===== src/rtl/riscv_jump_pred_pkg.sv =====
// riscv_jump_pred_pkg: shared issue-FSM states and queue-entry layout for the jump-inject queue.
package riscv_jump_pred_pkg;
    localparam int MAX_ADDR_WIDTH = 64;
    typedef enum logic [1:0] {ST_IDLE, ST_REQ, ST_DRAIN} state_e;
    typedef struct packed {
        logic                      valid;
        logic [MAX_ADDR_WIDTH-1:0] addr;
    } entry_t;
endpackage


===== src/rtl/riscv_jump_inject_fifo.sv =====
// riscv_jump_inject_fifo: circular target store with in-place invalidation, duplicate compare and head skipping.
module riscv_jump_inject_fifo
    import riscv_jump_pred_pkg::*;
#(
    parameter int ADDR_WIDTH = 64,
    parameter int DEPTH      = 4
) (
    input  logic                  clk,
    input  logic                  reset,
    input  logic                  flush,
    input  logic                  wr_en,
    input  logic [ADDR_WIDTH-1:0] wr_addr,
    input  logic                  inv_en,
    input  logic [ADDR_WIDTH-1:0] inv_addr,
    input  logic                  pop,
    output logic                  full,
    output logic                  dup,
    output logic                  head_valid,
    output logic [ADDR_WIDTH-1:0] head_addr
);
    localparam int PW = $clog2(DEPTH);
    entry_t          mem_q [DEPTH];
    entry_t          mem_d [DEPTH];
    logic [PW-1:0]   head_q, head_d, tail_q, tail_d;
    // Full means the slot about to be written still holds a live entry.
    assign full       = mem_q[tail_q].valid;
    assign head_valid = mem_q[head_q].valid;
    assign head_addr  = mem_q[head_q].addr[ADDR_WIDTH-1:0];
    always_comb begin
        dup = 1'b0;
        for (int i = 0; i < DEPTH; i++)
            dup = dup | (mem_q[i].valid && mem_q[i].addr[ADDR_WIDTH-1:0] == wr_addr);
    end
    always_comb begin
        mem_d  = mem_q;
        head_d = head_q;
        tail_d = tail_q;
        for (int i = 0; i < DEPTH; i++)
            if (inv_en && mem_q[i].valid && mem_q[i].addr[ADDR_WIDTH-1:0] == inv_addr)
                mem_d[i].valid = 1'b0;
        if (pop)
            mem_d[head_q].valid = 1'b0;
        if (wr_en) begin
            mem_d[tail_q] = '{valid: 1'b1, addr: MAX_ADDR_WIDTH'(wr_addr)};
            tail_d        = tail_q + 1'b1;
        end
        if (pop || (!mem_q[head_q].valid && head_q != tail_q))
            head_d = head_q + 1'b1;
        if (flush) begin
            for (int i = 0; i < DEPTH; i++)
                mem_d[i].valid = 1'b0;
            head_d = '0;
            tail_d = '0;
        end
    end
    always_ff @(posedge clk or posedge reset) begin
        if (reset) begin
            for (int i = 0; i < DEPTH; i++)
                mem_q[i] <= '0;
            head_q <= '0;
            tail_q <= '0;
        end else begin
            mem_q  <= mem_d;
            head_q <= head_d;
            tail_q <= tail_d;
        end
    end
endmodule


===== src/rtl/riscv_jump_inject_queue.sv =====
// riscv_jump_inject_queue: queues jump-predictor targets and issues them as prefetch req/ack transactions.
module riscv_jump_inject_queue
    import riscv_jump_pred_pkg::*;
#(
    parameter int ADDR_WIDTH = 64,
    parameter int DEPTH      = 4,
    parameter int CNT_WIDTH  = 16
) (
    input  logic                  clk,
    input  logic                  reset,
    input  logic                  enable,
    input  logic                  i_stall,
    input  logic                  i_flush,
    input  logic [ADDR_WIDTH-1:0] i_fetch_pc,
    output logic [ADDR_WIDTH-1:0] o_pm_pc,
    input  logic                  i_inject,
    input  logic [ADDR_WIDTH-1:0] i_inject_addr,
    output logic                  o_pref_req,
    output logic [ADDR_WIDTH-1:0] o_pref_addr,
    input  logic                  i_pref_ack,
    output logic [CNT_WIDTH-1:0]  o_issued_cnt,
    output logic [CNT_WIDTH-1:0]  o_dropped_cnt
);
    state_e                state_q, state_d;
    logic [ADDR_WIDTH-1:0] pref_addr_q, pref_addr_d, last_pc_q, last_pc_d;
    logic [CNT_WIDTH-1:0]  issued_q, issued_d, dropped_q, dropped_d;
    logic                  full, dup, head_valid, in_flight, accept, push, drop, pop;
    logic [ADDR_WIDTH-1:0] head_addr;
    // A prediction that targets the current PC is already stale and never enters the queue.
    assign in_flight = state_q != ST_IDLE && i_inject_addr == pref_addr_q;
    assign accept    = enable && i_inject && i_fetch_pc != last_pc_q && !i_flush &&
                       !dup && !in_flight && i_inject_addr != i_fetch_pc;
    assign push      = accept && !full;
    assign drop      = accept && full;
    assign pop       = state_q == ST_IDLE && enable && !i_stall && !i_flush && head_valid;
    riscv_jump_inject_fifo #(.ADDR_WIDTH(ADDR_WIDTH), .DEPTH(DEPTH)) u_fifo (
        .clk        (clk),
        .reset      (reset),
        .flush      (i_flush),
        .wr_en      (push),
        .wr_addr    (i_inject_addr),
        .inv_en     (enable),
        .inv_addr   (i_fetch_pc),
        .pop        (pop),
        .full       (full),
        .dup        (dup),
        .head_valid (head_valid),
        .head_addr  (head_addr)
    );
    always_comb begin
        state_d     = state_q;
        pref_addr_d = pref_addr_q;
        issued_d    = issued_q;
        dropped_d   = (drop && dropped_q != '1) ? dropped_q + 1'b1 : dropped_q;
        last_pc_d   = enable ? i_fetch_pc : last_pc_q;
        unique case (state_q)
            ST_IDLE: if (pop) begin
                state_d     = ST_REQ;
                pref_addr_d = head_addr;
            end
            ST_REQ: if (i_pref_ack) begin
                state_d  = ST_IDLE;
                issued_d = (!i_flush && issued_q != '1) ? issued_q + 1'b1 : issued_q;
            end else if (i_flush) begin
                state_d = ST_DRAIN;
            end
            ST_DRAIN: state_d = i_pref_ack ? ST_IDLE : ST_DRAIN;
            default:  state_d = ST_IDLE;
        endcase
    end
    always_ff @(posedge clk or posedge reset) begin
        if (reset) begin
            state_q     <= ST_IDLE;
            pref_addr_q <= '0;
            last_pc_q   <= '0;
            issued_q    <= '0;
            dropped_q   <= '0;
        end else begin
            state_q     <= state_d;
            pref_addr_q <= pref_addr_d;
            last_pc_q   <= last_pc_d;
            issued_q    <= issued_d;
            dropped_q   <= dropped_d;
        end
    end
    assign o_pm_pc       = i_fetch_pc;
    assign o_pref_req    = state_q != ST_IDLE;
    assign o_pref_addr   = pref_addr_q;
    assign o_issued_cnt  = issued_q;
    assign o_dropped_cnt = dropped_q;
endmodule


===== config.mk =====
export PLATFORM = sky130hd
export DESIGN_NAME = riscv_jump_inject_queue
export DESIGN_NICKNAME = d
export VERILOG_FILES = /design/src/rtl/riscv_jump_pred_pkg.sv /design/src/rtl/riscv_jump_inject_fifo.sv /design/src/rtl/riscv_jump_inject_queue.sv
export SDC_FILE = /design/constraint.sdc
export NUM_CORES = 2
export LEC_CHECK = 0
export CORE_MARGIN = 4
export CORE_UTILIZATION = 35
export CTS_BUF_LIST = sky130_fd_sc_hd__clkbuf_4 sky130_fd_sc_hd__clkbuf_8
export DETAILED_ROUTE_END_ITERATION = 12
export SKIP_CTS_REPAIR_TIMING = 1
export SLEW_MARGIN = 20
export SYNTH_ARGS = -nofsm -noshare
export SYNTH_HDL_FRONTEND = slang
export SYNTH_SLANG_ARGS = --single-unit

===== constraint.sdc =====
create_clock -name clk -period 15.5 [get_ports clk]
set_input_delay 3.875 -clock clk [delete_from_list [all_inputs] [get_ports clk]]
set_output_delay 3.875 -clock clk [all_outputs]
set_load 0.05 [all_outputs]

# --- Yosys cells after proc, flatten, opt, wreduce, memory -nomap -nowiden ---
# Cells that the tools add are included.
word_totals:
  reg_bits: 426
  in_bits: 135
classes:
  n_addsub: 4
  magnitude_cmp: 4
  bitwise_logic: 5
  mux: 31
  n_reduce_logical: 44
  eq_ne: 18
ops:
  columns: ["operator", "n"]
  rows:
  - ["equality test 64 bit", 9]
  - ["bitwise mux 260 bit", 2]
  - ["two-way mux 260 bit", 2]
  - ["two-way mux 65 bit", 6]
  - ["binary-select mux 65 bit (select 2 bit)", 2]
  - ["demux 65 bit (select 2 bit)", 2]
  - ["!= test 64 bit", 2]
  - ["adder 16 x 1 -> 16 bit (second input constant)", 2]
  - ["!= test 16 bit (second input constant)", 2]
  - ["logical AND 1 bit", 30]
  - ["two-way mux 2 bit", 8]
  - ["two-way mux 1 bit", 8]
  - ["greater-or-equal comparator 3 bit (second input constant)", 2]
  - ["zero test 1 bit", 6]
  - ["less-than comparator 3 x 1 -> 1 bit (second input constant)", 2]
  - ["NOT 2 -> 3 bit", 2]
  - ["one-hot mux 2 bit (3 select lines)", 1]
  - ["nonzero test 2 bit", 3]
  - ["adder 2 x 1 -> 2 bit (second input constant)", 2]
  - ["AND reduction 2 bit", 2]
  - ["!= test 3 bit (second input constant)", 1]
  - ["bitwise OR 1 bit", 3]
  - ["AND reduction 3 bit", 1]
  - ["equality test 2 x 1 -> 1 bit (second input constant)", 1]
  - ["other kinds (5)", 5]

# --- Depth between registers and ports, before layout ---
depth:
  depth_word: 12
  mapped_depth: 12
  mapped_depth_nobuf: 9

# --- Cells and area by module ---
# From an unflattened synthesis, not the netlist that was laid out.
unflattened:
  cells_unflattened: 2430
  hier_area_um2: 26334.0
modules_own_cells:
  columns: ["mod", "cells_per_inst", "area_each_um2", "seq_area_each_um2", "n_inst"]
  rows:
  - ["riscv_jump_inject_fifo", 1682, 17361.7, 6606.3, 1]
  - ["riscv_jump_inject_queue", 748, 8972.4, 4053.9, 1]

# --- Least setup slack after synthesis ---
# OpenSTA, ideal clock, no wires.
synth_timing:
  kind: "input-to-output"
  start: "in i_fetch_pc[0]"
  end: "out o_pm_pc[0]"
  n_path_buf: 1
  stages: 1
  slack_ns: 7.580
  arrival_ns: 4.045
  path_cell_list: "buf_4"
synth_lines:
  columns: ["element", "line_no", "text"]
  rows:
  - ["from (decl)", "riscv_jump_inject_queue.sv:14", "input logic [ADDR_WIDTH-1:0] i_fetch_pc,"]
  - ["to (decl)", "riscv_jump_inject_queue.sv:15", "output logic [ADDR_WIDTH-1:0] o_pm_pc,"]
# No word-level cell between the ends.

# --- Worst setup path after layout ---
layout_timing:
  start: "in i_fetch_pc[41]"
  end: "out o_pm_pc[41]"
# No word-level cell between the ends.

==> reports/qor.json <==
{
  "synth_top_area_frac": 0.392,
  "timing.critical_path.depth": 2,
  "clk_lat_worst_skew_ns": 0.73,
  "grt_overflow_total": 0,
  "cellPowerDensity_nw_per_um2": 137,
  "power_frac_clock": 0.283,
  "cts.htree.levels": 3,
  "first_global_vias": 21700,
  "cts.sinks": 426,
  "seq_power_share": 0.374,
  "dr.pass1.iters": 6,
  "die_height_um": 287,
  "wire_per_inst_um": 46.2,
  "criticalPathCategory": "input pin to output port",
  "maxClockFrequency_mhz": 102,
  "worst-slew-pin-transition_ns": 1.27,
  "route.final.wire_length_um": 168000,
  "cts.clk_slew.worst_paths_ns": 0.06,
  "netlist_top_cells_area": "dfrtp_1, mux2_2, xor2_1",
  "hp-class": "register to register",
  "worstSetupEndpointType": "output port",
  "post_synth.cell_area_avg_sq_um": 11.5,
  "arrival_ns": 5.96,
  "worst_slew_margin_rel": 0.143,
  "place.detailed.hpwl_um": 133000,
  "path_cells": "clkdlybuf4s50_1, clkdlybuf4s50_1",
  "fin_worst_hold_slack_ns": 0.505,
  "fin_worst_skew_ns": 0.0384,
  "synthesis.area_sq_um": 27200,
  "number_of_remaining_drc_errors": 0,
  "area.growth.synth_to_final_pct": 18.8,
  "grt_max_degree": 138,
  "synth.cells.most_frequent": "dfrtp_1, xor2_1, mux2_2, xnor2_1, inv_1",
  "grt_util_all_layers": 0.403,
  "cp-startpoint": "i_fetch_pc[41]",
  "worstSetupEndpoint": "o_pm_pc[41]",
  "tns_ns": 0,
  "layout.nets": 2695,
  "fillCellCount": 7409,
  "cp_num_buf_inv": 2,
  "worst_path_largest_cell_delay_ns": 1.12,
  "r2r_cells": 9,
  "finalHoldViolCount": 0,
  "outcome": "finished, final reports clean",
  "number_of_enable_flip_flop_cells_after_synthesis": 0,
  "internal_power_mw": 2.53,
  "final_period_minus_worst_setup_slack_ns": 9.84,
  "synth_ff_type": "dfrtp_1",
  "gp_routability_congestion": 1.07,
  "post-synth-top-count-cell": "dfrtp_1",
  "clock-root-buffer": "clkbuf_8",
  "place_inst": 3493,
  "combinational_power_share": 0.343,
  "crit-reg2reg-capture": "u_fifo.mem_q[195]$_DFFE_PP0P_",
  "crit-reg2reg-launch": "u_fifo.mem_q[20]$_DFFE_PP0P_",
  "setup.reg_to_reg.worst_slack_ns": 10.01,
  "timing.final.crit_share": 0.635,
  "final-setup-viol-count": 0,
  "number_of_cts_inserted_buffers": 81,
  "synth_warnings": 0,
  "report.final.slew_viol_count": 0,
  "core.rowCount": 101,
  "die-width_um": 287,
  "via_count": 22400,
  "floorplan.io_pins": 296,
  "synth_cells": 2356,
  "cap_viol_max_count": 0,
  "timing.critical_path.from_type": "input pin",
  "drt_first_iter_violations": 2590,
  "final_antenna_net_count": 0,
  "post-synth-top-area-cell": "dfrtp_1",
  "postSynthNetCount": 2505,
  "worst_path_most_repeated_cell": "clkdlybuf4s50_1",
  "layout_cell_share_with_drive_strength_beyond_1": 0.248,
  "port-buffer-count": 295,
  "power_switching_mw": 1.88,
  "synth.ff_latch_count": 426,
  "final_cells": 3650,
  "synth.yosys.seq_area_share": 0.392,
  "die_area_sq_um": 82200,
  "grt_pass1_wl_um": 219000,
  "cts_tree": "yes",
  "power.static_leakage_nw": 13.9,
  "cpMaxStageDelayCell": "clkdlybuf4s50_1",
  "grt_setup_unrepaired": "false",
  "detail_route.vias_per_cell": 6.13,
  "synth-async-reset-ratio": 1.00,
  "peakVddDrop_mv": 0.0950,
  "cp_data_required_time_ns": 11.62,
  "core_area_sq_um": 76500,
  "critical-path-top-delay-family": "buffers and inverters",
  "synthDistinctLibCells": 55,
  "max-clock-path-buffers": 3,
  "antenna_found_initial": 12,
  "start_util": 0.356,
  "cp_max_fo": 8,
  "switching_share": 0.427
}
[worst min path at each step]
stage                             startpoint                       endpoint  slack [ns]  depth (start not counted)
5_1_grt        o_dropped_cnt[11]$_DFFE_PP0P_  o_dropped_cnt[11]$_DFFE_PP0P_        0.53                          1
4_1_cts         o_dropped_cnt[8]$_DFFE_PP0P_   o_dropped_cnt[8]$_DFFE_PP0P_        0.51                          1
3_5_place_dp    o_dropped_cnt[8]$_DFFE_PP0P_   o_dropped_cnt[8]$_DFFE_PP0P_        0.50                          1
6_report        o_dropped_cnt[8]$_DFFE_PP0P_   o_dropped_cnt[8]$_DFFE_PP0P_        0.50                          1
2_1_floorplan       last_pc_q[0]$_DFFE_PP0P_       last_pc_q[0]$_DFFE_PP0P_        0.50                          1
3_3_place_gp    o_dropped_cnt[8]$_DFFE_PP0P_   o_dropped_cnt[8]$_DFFE_PP0P_        0.49                          1
[registers in the layout (all words and copies together) (netlist names)]
name,cells
u_fifo.tail_q,2
o_dropped_cnt,16
last_pc_q,64
o_pref_addr,64
state_q,2
u_fifo.head_q,2
o_issued_cnt,16
u_fifo.mem_q,260
[routing by layer]
metal,GRT usage,up-vias,part of all wire
met5,0,-,0.00017
met4,0.213,4,0.067
li1,-,8618,-
met1,0.557,12000,0.43
met3,0.0900,382,0.082
met2,0.588,1396,0.42
[cell type report]
cell class,instances,area (sq um),share of cell area
tap,1030,1290,0.0399
clock buffer,136,1680,0.0521
antenna,8,20.0,0.000620
multi-input combinational,1566,14700,0.454
sequential,426,10700,0.330
inverter,113,429,0.0133
clock inverter,13,126,0.00391
timing repair buffer,358,3440,0.106
[power groups by stage]
stage	combinational, mW	clock (mW)	sequential (mW)
after floorplan	0.704	0	1.64
after global placement	1.48	0	1.64
after detailed placement	1.47	0	1.65
after CTS	1.48	1.26	1.63
after global routing	1.54	1.31	1.65
final	1.51	1.25	1.65
[cells by family after synthesis]
group	after synthesis	share of synthesized area
flip-flops	426	0.392
AND/OR/NAND/NOR	351	0.0763
XOR/XNOR	608	0.196
adder cells (fa/ha/maj)	14	0.00644
AO/OA/AOI/OAI	141	0.0385
multiplexers	452	0.219
buffers and inverters	364	0.0716
[cell usage in the layout (no fill, tap or decap), types with 8 or more instances in the layout]
cell type / count
nor2_1: 17
xnor2_1: 297
xor2_1: 309
clkdlybuf4s50_1: 294
ha_1: 14
clkbuf_4: 30
and3_1: 11
mux2_4: 44
nor4_1: 101
o21ai_0: 11
o2111ai_1: 12
nand2_1: 17
nand2b_1: 36
mux4_2: 66
a22o_1: 10
diode_2: 8
o221ai_1: 11
nand4_1: 97
o22ai_1: 47
nand3_1: 34
buf_4: 61
clkbuf_8: 106
o2bb2ai_1: 9
a21oi_1: 10
inv_1: 110
mux2_2: 309
dfrtp_1: 424
mux2i_1: 30
a221oi_1: 12
nor3_1: 16
[stage by stage]
step | cell area (sq um) | util | power (mW) | setup WS, ns
after floorplan | 27200 | - | 2.34 | 5.88
after global placement | 30400 | 0.398 | 3.12 | 5.42
after detailed placement | 30500 | 0.399 | 3.12 | 5.66
after CTS | 32300 | 0.422 | 4.38 | 5.65
after global routing | 32300 | 0.422 | 4.50 | 5.69
final | 32300 | 0.423 | 4.41 | 5.66
(Power assumes the default switching activity.)
